## src/rtl/clint_pkg.sv

```systemverilog
// clint_pkg: shared constants, register selector type and the byte-merge
// helper for the core-local interruptor.
//   ClintMsipOff / ClintMtimecmpOff / ClintMtimeOff : register offsets
//   ClintMtimecmpRst                                : mtimecmp reset value
//   reg_sel_e                                       : decoded register target
//   byte_merge()                                    : strobe-controlled write merge
package clint_pkg;

    localparam logic [63:0] ClintMsipOff     = 64'h0000_0000_0000_0000;
    localparam logic [63:0] ClintMtimecmpOff = 64'h0000_0000_0000_4000;
    localparam logic [63:0] ClintMtimeOff    = 64'h0000_0000_0000_BFF8;
    localparam logic [63:0] ClintMtimecmpRst = 64'hFFFF_FFFF_FFFF_FFFF;

    typedef enum logic [1:0] {
        REG_MSIP,
        REG_MTIMECMP,
        REG_MTIME,
        REG_NONE
    } reg_sel_e;

    // Replace each byte of old_val whose strobe is set with the write byte.
    function automatic logic [63:0] byte_merge(input logic [63:0] old_val,
                                               input logic [63:0] wdata,
                                               input logic [7:0]  wstrb);
        logic [63:0] res;
        res = old_val;
        for (int i = 0; i < 8; i++) begin
            if (wstrb[i]) begin
                res[i*8 +: 8] = wdata[i*8 +: 8];
            end
        end
        return res;
    endfunction

endpackage

```

## src/rtl/clint_prescaler.sv

```systemverilog
// clint_prescaler: divides the core clock down to the mtime increment rate.
//   clk  : core clock
//   rst  : asynchronous active-low reset
//   tick : high on the cycle div_cnt == TICK_DIV-1 (every cycle when TICK_DIV=1)
module clint_prescaler #(
    parameter int unsigned TICK_DIV = 1
) (
    input  logic clk,
    input  logic rst,
    output logic tick
);

    localparam logic [15:0] LastCnt = 16'(TICK_DIV - 1);

    logic [15:0] div_cnt;

    assign tick = (div_cnt == LastCnt);

    always_ff @(posedge clk or negedge rst) begin
        if (!rst) begin
            div_cnt <= '0;
        end else if (tick) begin
            div_cnt <= '0;
        end else begin
            div_cnt <= div_cnt + 16'd1;
        end
    end

endmodule

```

## src/rtl/clint.sv

```systemverilog
// clint: core-local interruptor holding mtime, mtimecmp and msip behind a
// valid/ready slave port with a one-entry response buffer.
//   clk, rst                       : core clock, asynchronous active-low reset
//   req_valid/req_ready            : request handshake
//   req_we/addr/wdata/wstrb        : request payload (8-byte aligned)
//   rsp_valid/rsp_ready            : response handshake
//   rsp_rdata/rsp_err              : read data (0 for writes), unmapped flag
//   tmr_intr_ena                   : registered mtime >= mtimecmp
//   sft_intr_ena                   : registered msip[0]
module clint
    import clint_pkg::*;
#(
    parameter logic [63:0] BASE_ADDR = 64'h0000_0000_0200_0000,
    parameter int unsigned TICK_DIV  = 1
) (
    input  logic        clk,
    input  logic        rst,
    input  logic        req_valid,
    output logic        req_ready,
    input  logic        req_we,
    input  logic [63:0] req_addr,
    input  logic [63:0] req_wdata,
    input  logic [7:0]  req_wstrb,
    output logic        rsp_valid,
    input  logic        rsp_ready,
    output logic [63:0] rsp_rdata,
    output logic        rsp_err,
    output logic        tmr_intr_ena,
    output logic        sft_intr_ena
);

    logic        tick;
    logic [63:0] mtime;
    logic [63:0] mtimecmp;
    logic        msip;

    reg_sel_e    sel;
    logic        accept;
    logic        wr;
    logic [63:0] rd_data;
    logic [63:0] mtime_next;
    logic [63:0] mtimecmp_next;
    logic        msip_next;

    clint_prescaler #(
        .TICK_DIV (TICK_DIV)
    ) u_prescaler (
        .clk  (clk),
        .rst  (rst),
        .tick (tick)
    );

    // Buffer frees up in the same cycle it is drained.
    assign req_ready = !rsp_valid | rsp_ready;
    assign accept    = req_valid & req_ready;
    assign wr        = accept & req_we;

    always_comb begin
        sel = REG_NONE;
        if (req_addr == BASE_ADDR + ClintMsipOff) begin
            sel = REG_MSIP;
        end else if (req_addr == BASE_ADDR + ClintMtimecmpOff) begin
            sel = REG_MTIMECMP;
        end else if (req_addr == BASE_ADDR + ClintMtimeOff) begin
            sel = REG_MTIME;
        end
    end

    always_comb begin
        rd_data = '0;
        case (sel)
            REG_MSIP:     rd_data = {63'd0, msip};
            REG_MTIMECMP: rd_data = mtimecmp;
            REG_MTIME:    rd_data = mtime;
            default:      rd_data = '0;
        endcase
    end

    // A software write to mtime overrides the tick; unwritten bytes keep
    // the old, non-incremented value.
    always_comb begin
        mtime_next    = tick ? mtime + 64'd1 : mtime;
        mtimecmp_next = mtimecmp;
        msip_next     = msip;
        if (wr) begin
            case (sel)
                REG_MSIP: begin
                    if (req_wstrb[0]) begin
                        msip_next = req_wdata[0];
                    end
                end
                REG_MTIMECMP: mtimecmp_next = byte_merge(mtimecmp, req_wdata, req_wstrb);
                REG_MTIME:    mtime_next    = byte_merge(mtime, req_wdata, req_wstrb);
                default: ;
            endcase
        end
    end

    // Register state and interrupt levels computed from post-edge values.
    always_ff @(posedge clk or negedge rst) begin
        if (!rst) begin
            mtime        <= '0;
            mtimecmp     <= ClintMtimecmpRst;
            msip         <= 1'b0;
            tmr_intr_ena <= 1'b0;
            sft_intr_ena <= 1'b0;
        end else begin
            mtime        <= mtime_next;
            mtimecmp     <= mtimecmp_next;
            msip         <= msip_next;
            tmr_intr_ena <= (mtime_next >= mtimecmp_next);
            sft_intr_ena <= msip_next;
        end
    end

    // Response buffer: load on accept, hold until consumed.
    always_ff @(posedge clk or negedge rst) begin
        if (!rst) begin
            rsp_valid <= 1'b0;
            rsp_rdata <= '0;
            rsp_err   <= 1'b0;
        end else if (accept) begin
            rsp_valid <= 1'b1;
            rsp_rdata <= req_we ? 64'd0 : rd_data;
            rsp_err   <= (sel == REG_NONE);
        end else if (rsp_ready) begin
            rsp_valid <= 1'b0;
        end
    end

endmodule
```

## config.mk

```make
export PLATFORM = sky130hd
export DESIGN_NAME = clint
export DESIGN_NICKNAME = d
export VERILOG_FILES = /design/src/rtl/clint_pkg.sv /design/src/rtl/clint_prescaler.sv /design/src/rtl/clint.sv
export SDC_FILE = /design/constraint.sdc
export NUM_CORES = 1
export LEC_CHECK = 0
export BUFFER_PORTS_ARGS = -buffer_cell sky130_fd_sc_hd__buf_2
export CAP_MARGIN = 10
export CORE_ASPECT_RATIO = 1.75
export CORE_MARGIN = 2
export CORE_UTILIZATION = 61
export CTS_CLUSTER_DIAMETER = 120
export DETAILED_ROUTE_END_ITERATION = 8
export PLACE_DENSITY_LB_ADDON = 0.08
export SLEW_MARGIN = 5
export SYNTH_ARGS = -nofsm -noshare
export SYNTH_HDL_FRONTEND = slang
export SYNTH_SLANG_ARGS = --single-unit
```

## constraint.sdc

```tcl
create_clock -name clk -period 9.7 [get_ports clk]
set_clock_uncertainty 0.2 [all_clocks]
set_input_delay 0.485 -clock clk [delete_from_list [all_inputs] [get_ports clk]]
set_output_delay 0.485 -clock clk [all_outputs]
set_load 0.05 [all_outputs]
```

==> Yosys cells after proc, flatten, opt, wreduce, memory -nomap -nowiden <==
Index checks and enable logic that the tools add are counted.
{ "classes": {"add_sub_neg": 2, "order_cmp": 1, "eq_ne": 6, "mux": 29, "n_bitwise": 3, "n_reduce_logical": 5} }
{ "op_table": {"columns": ["op", "count"], "rows": [
  ["$mux 64", 6],
  ["$eq 64x26->1 const B", 3],
  ["$pmux 64 s3", 1],
  ["$mux 8", 16],
  ["$add 64x1->64 const B", 1],
  ["$ge 64x64->1", 1],
  ["$add 16x1->16 const B", 1],
  ["$logic_not 16->1", 1],
  ["$mux 16", 1],
  ["$eq 2x2->1 const B", 2],
  ["$mux 2", 2],
  ["$mux 1", 3],
  ["$reduce_and 3->1", 1],
  ["$and 1x1->1", 2],
  ["$eq 2x1->1 const B", 1],
  ["$logic_not 2->1", 1],
  ["$reduce_bool 2->1", 1],
  ["$logic_not 1->1", 1],
  ["$or 1x1->1", 1]
]} }
{ "word_totals": {"regBits": 212, "input_bits": 141, "out_inout_bits": 69, "wordCells": 54} }

==> Longest topological paths before layout <==
{ "depth": {"ltp_word": 8, "ltp_mapped": 19, "mapped_depth_nobuf": 17} }

==> Hierarchy <==
Synthesis repeated with hierarchy kept, for this count alone.
{ "unflattened": {"hier_cells": 1271, "hier_area_um2": 12620.9} }
{ "modules_own_cells": {"columns": ["module", "n_inst", "cells_each", "area_each_um2", "seq_area_each_um2"], "rows": [
  ["clint", 1, 1203, 11835.1, 4984.8],
  ["clint_prescaler", 1, 68, 785.8, 400.4]
]} }

==> Worst setup path after synthesis <==
OpenSTA, ideal clock, no wires.
{ "synth_path": {"path_kind": "input to register", "from": "input req_addr[58]", "to": "register tmr_intr_ena", "setup_time_ps": 64, "t_arrival_ps": 4397, "required_ps": 9436, "path_slack_ps": 5039, "path_stages": 17, "path_buffers": 2, "path_cell_list": "nor4_1 nand4_1 or4_1 clkbuf_1 or2_1 nor3_4 nand2_2 buf_2 mux2i_1 ha_1 nand4_1 nor3_1 or4b_2 a31oi_1 o21ai_0 o2111ai_1 a31o_2"} }
{ "synth_via": {"elab_chain_cells": 8, "elab_cells_between_ends": 13, "classes_between": "order compare (1); eq/ne (5); mux (7)"} }
{ "synth_lines": {"columns": ["element", "line", "rtl"], "rows": [
  ["start: declaration", "clint.sv:21", "input logic [63:0] req_addr,"],
  ["$eq 64x26->1", "clint.sv:64", "end else if (req_addr == BASE_ADDR + ClintMtimeOff) begin"],
  ["$mux 1", "clint.sv:64", null],
  ["$mux 2", "clint.sv:62", "end else if (req_addr == BASE_ADDR + ClintMtimecmpOff) begin"],
  ["$mux 2 *", "clint.sv:60", "if (req_addr == BASE_ADDR + ClintMsipOff) begin"],
  ["$eq 2x2->1 or $eq 2x1->1 (tied branches)", "clint.sv:86", "case (sel)"],
  ["$mux 64", "clint.sv:86", null],
  ["$mux 64", "clint.sv:85", "if (wr) begin"],
  ["$ge 64x64->1 *", "clint.sv:111", "tmr_intr_ena <= (mtime_next >= mtimecmp_next);"],
  ["end signal: assignment", "clint.sv:111", null],
  ["end: declaration", "clint.sv:28", "output logic tmr_intr_ena,"]
]} }
Mark *: on every way between the ends. The rest lies on a longest branch, timed or not.
A chain may end at the register's enable or synchronous reset.

==> Worst setup path in the final report <==
{ "layout_path": {"from": "register u_prescaler.div_cnt[0]", "to": "register tmr_intr_ena"} }
{ "layout_via": {"elab_chain_cells": 5} }
{ "layout_lines": {"columns": ["element", "line", "rtl"], "rows": [
  ["start: declaration", "clint_prescaler.sv:15", "logic [15:0] div_cnt;"],
  ["start signal: assignment", "clint_prescaler.sv:25", "div_cnt <= div_cnt + 16'd1;"],
  ["$logic_not 16->1 *", "clint_prescaler.sv:17", "assign tick = (div_cnt == LastCnt);"],
  ["$mux 64 *", "clint.sv:82", "mtime_next = tick ? mtime + 64'd1 : mtime;"],
  ["$mux 64", "clint.sv:86", null],
  ["$mux 64 *", "clint.sv:85", null],
  ["named net mtime_next[50]", "clint.sv:41", "logic [63:0] mtime_next;"],
  ["$ge 64x64->1 *", "clint.sv:111", null]
]} }
The timed path passes the listed nets; every way through them passes the cells marked *.

==> impl_metrics.tcl <==
set metrics [dict create \
    worst-path-max-fanout 9 \
    ys.flop_type "dfrtp_1" \
    io_pins 210 \
    synth_top_cell_by_area "dfrtp_1" \
    clk_pin_slew_ns 0.06 \
    relSlewSlack 0.3903 \
    synth.avg_cell_area_um2 9.845 \
    clock.fmax_mhz 182.9 \
    port_buffers 209 \
    cts_tree "done" \
    worstSetupEndpoint "tmr_intr_ena" \
    ff2ff_path_depth 16 \
    synth_top_area_share 0.3046 \
    path_class "register to register" \
    die_height_um 190.8 \
    grt_remaining_overflow 0 \
    synthTopCellsByArea "dfrtp_1 30%, dfstp_2 14%, ha_1 6.9%" \
    synth_nets 1443 \
    crit_required_ns 9.89 \
    setup_viol 0 \
    worstMarginPinSlew_ns 0.9146 \
    vias 10760 \
    tns_ns 0 \
    hold_violations 0 \
    drc 0 \
    reg2reg_slack_ns 4.23 \
    drt_iter0_markers 662 \
    outcome "completed" \
    cp-start-kind "register" \
    powerDensity_nw_per_um2 130.3 \
    hpwlAfterDp_um 25070 \
    power_mw 1.844 \
    cap_violations 0 \
    synthesis.area_um2 12160 \
    antenna_found_initial 2 \
    routed_wl_um 34430 \
    layout_commonest_cell "buf_2" \
    final_cells 1688 \
    detail_route.wl_per_cell_um 20.39 \
    post_cts_resized 0 \
    track_usage 0.3195 \
    grt_pass1_wl_um 55230 \
    root_buffer "clkbuf_16" \
    p_leak_nw 6.650 \
    synthDistinctLibCells 59 \
    start_util 0.6187 \
    dieArea_um2 21120 \
    clk_latency_ns 0.50 \
    layout_common_cells "208 x buf_2, 148 x dfrtp_1, 134 x nand2_1" \
    yosysSeqAreaShare 0.4429 \
    postRouteAntennaNets 0 \
    numCtsBuffers 21 \
    min_period_ns 5.468 \
    grt_max_degree 96 \
    arrival_ns 5.66 \
    cts_buffer_depth 3 \
    drive_gt1_frac 0.2790 \
    yosys_register_bits 212 \
    syn_to_final_growth_pct 16.38 \
    place_inst 1648 \
    worstSetupStartpoint "u_prescaler.div_cnt[0]" \
    synth_cells 1235 \
    place_congestion 0.9309 \
    synth-edff-count 0 \
    fillCellCount 1583 \
    die_x_um 110.7 \
    r2r-end "tmr_intr_ena" \
    max-vdd-ir-drop_mv 0.1580 \
    htree_levels 1 \
    hold_class "primary input to register" \
    final_util 0.7200 \
    end_kind "register" \
    holdWs_ns 0.01626 \
    cts.sinks 212 \
    fin_nets 1635 \
    drt_first_pass_iters 5 \
    grt_pass1_vias 11160 \
    crit-reg2reg-launch "u_prescaler.div_cnt[0]" \
    yosysWarnings 0 \
    drt-vias-per-instance 6.373 \
    period_share 0.5637 \
    drv_slew 0 \
    core_um2 19650 \
    num_rows 68 \
    async_reset_ff_frac 1.000 \
    grt_setup_unrepaired "no" \
]
## cells by family (layout without fill, tap and decap cells)
| logic type | Yosys count | after routing | share of synthesized area |
|---|---|---|---|
| XOR/XNOR | 14 | 14 | 0.01008 |
| buffers and inverters | 65 | 271 | 0.02140 |
| flip-flops | 212 | 212 | 0.4429 |
| adder cells (fa/ha/maj) | 67 | 67 | 0.06894 |
| multiplexers | 132 | 132 | 0.1154 |
| AND/OR/NAND/NOR | 423 | 423 | 0.1710 |
| other | 0 | 2 | 0 |
| AO/OA/AOI/OAI | 322 | 322 | 0.1703 |
## registers in the layout, indices dropped and copies added, names as in the netlist
| name | count |
|---|---|
| mtimecmp | 64 |
| u_prescaler.div_cnt | 16 |
| msip | 1 |
| rsp_err | 1 |
| rsp_valid | 1 |
| tmr_intr_ena | 1 |
| rsp_rdata | 64 |
| mtime | 64 |
## layer usage
metal  track usage  wire [um]
met5             0          0
met4        0.1519       1576
met3       0.04291       1573
met2        0.5984      18360
met1        0.3552      12910
## worst min path at each step
stage | start | to | cells after the start
after detailed placement | rsp_rdata[46] | rsp_rdata[46] | 2
after CTS | req_valid | rsp_valid | 2
after global routing | req_valid | rsp_valid | 2
after floorplan | rst | msip | 0
final | req_valid | rsp_valid | 2
after global placement | rsp_rdata[53] | rsp_rdata[53] | 2
## stage by stage
step                area [um2]  setup slack (ns)
finish                   14150             4.232
global route             14150             3.831
CTS                      14150             4.265
detailed placement       13410             3.939
global placement         13410             3.945
floorplan                12160             5.039
## synth_stat cells, drive strengths merged, types with 7 or more instances
master	number
nand3	34
nor4	22
a211oi	25
mux2	65
a21o	13
o21ai	97
inv	14
nand4	31
clkbuf	37
nand2b	8
and4	12
ha	67
a21oi	55
nor3	38
a31oi	8
and2	10
a22oi	63
dfrtp	148
dfstp	64
buf	14
nor2	82
nand2	143
o21a	7
and3	20
a211o	7
mux2i	67
xnor2	12
## cell type report
class / count / area (um2) / area share
antenna: 2 / 5.005 / 0.0003537
clock buffer: 29 / 585.6 / 0.04138
clock inverter: 8 / 142.6 / 0.01008
inverter: 14 / 52.55 / 0.003714
multi-input combinational: 958 / 6534 / 0.4617
sequential: 212 / 5385 / 0.3805
tap: 245 / 306.5 / 0.02166
timing repair buffer: 220 / 1140 / 0.08055
## repair_timing
item / in CTS / in global routing
hold endpoints to repair: 69 / 0
setup buffers: 0 / 0
hold buffers: 1 / 0
## report_power, final
| part | total [mW] | internal, mW | switching (mW) | leakage, nW |
|---|---|---|---|---|
| clock | 0.875 | 0.528 | 0.347 | 0.355 |
| sequential | 0.887 | 0.886 | 0.000528 | 2.57 |
| combinational | 0.0827 | 0.0261 | 0.0566 | 3.72 |
| total | 1.84 | 1.44 | 0.404 | 6.65 |
## worst max-delay path: stages (launching register included)
cell and delay, ns:
dfrtp_1 0.43, inv_1 0.08, ha_1 0.14, nor4b_1 0.35, nand4_1 0.45, nor3_2 0.45, nand4_1 0.50, or3_1 0.64
o311ai_0 0.47, ha_1 0.34, a21oi_1 0.17, a21oi_1 0.08, a2111oi_0 0.35, o21bai_1 0.12, a21oi_1 0.20, o2111ai_1 0.13
a31o_2 0.26
(Power assumes the default switching activity.)
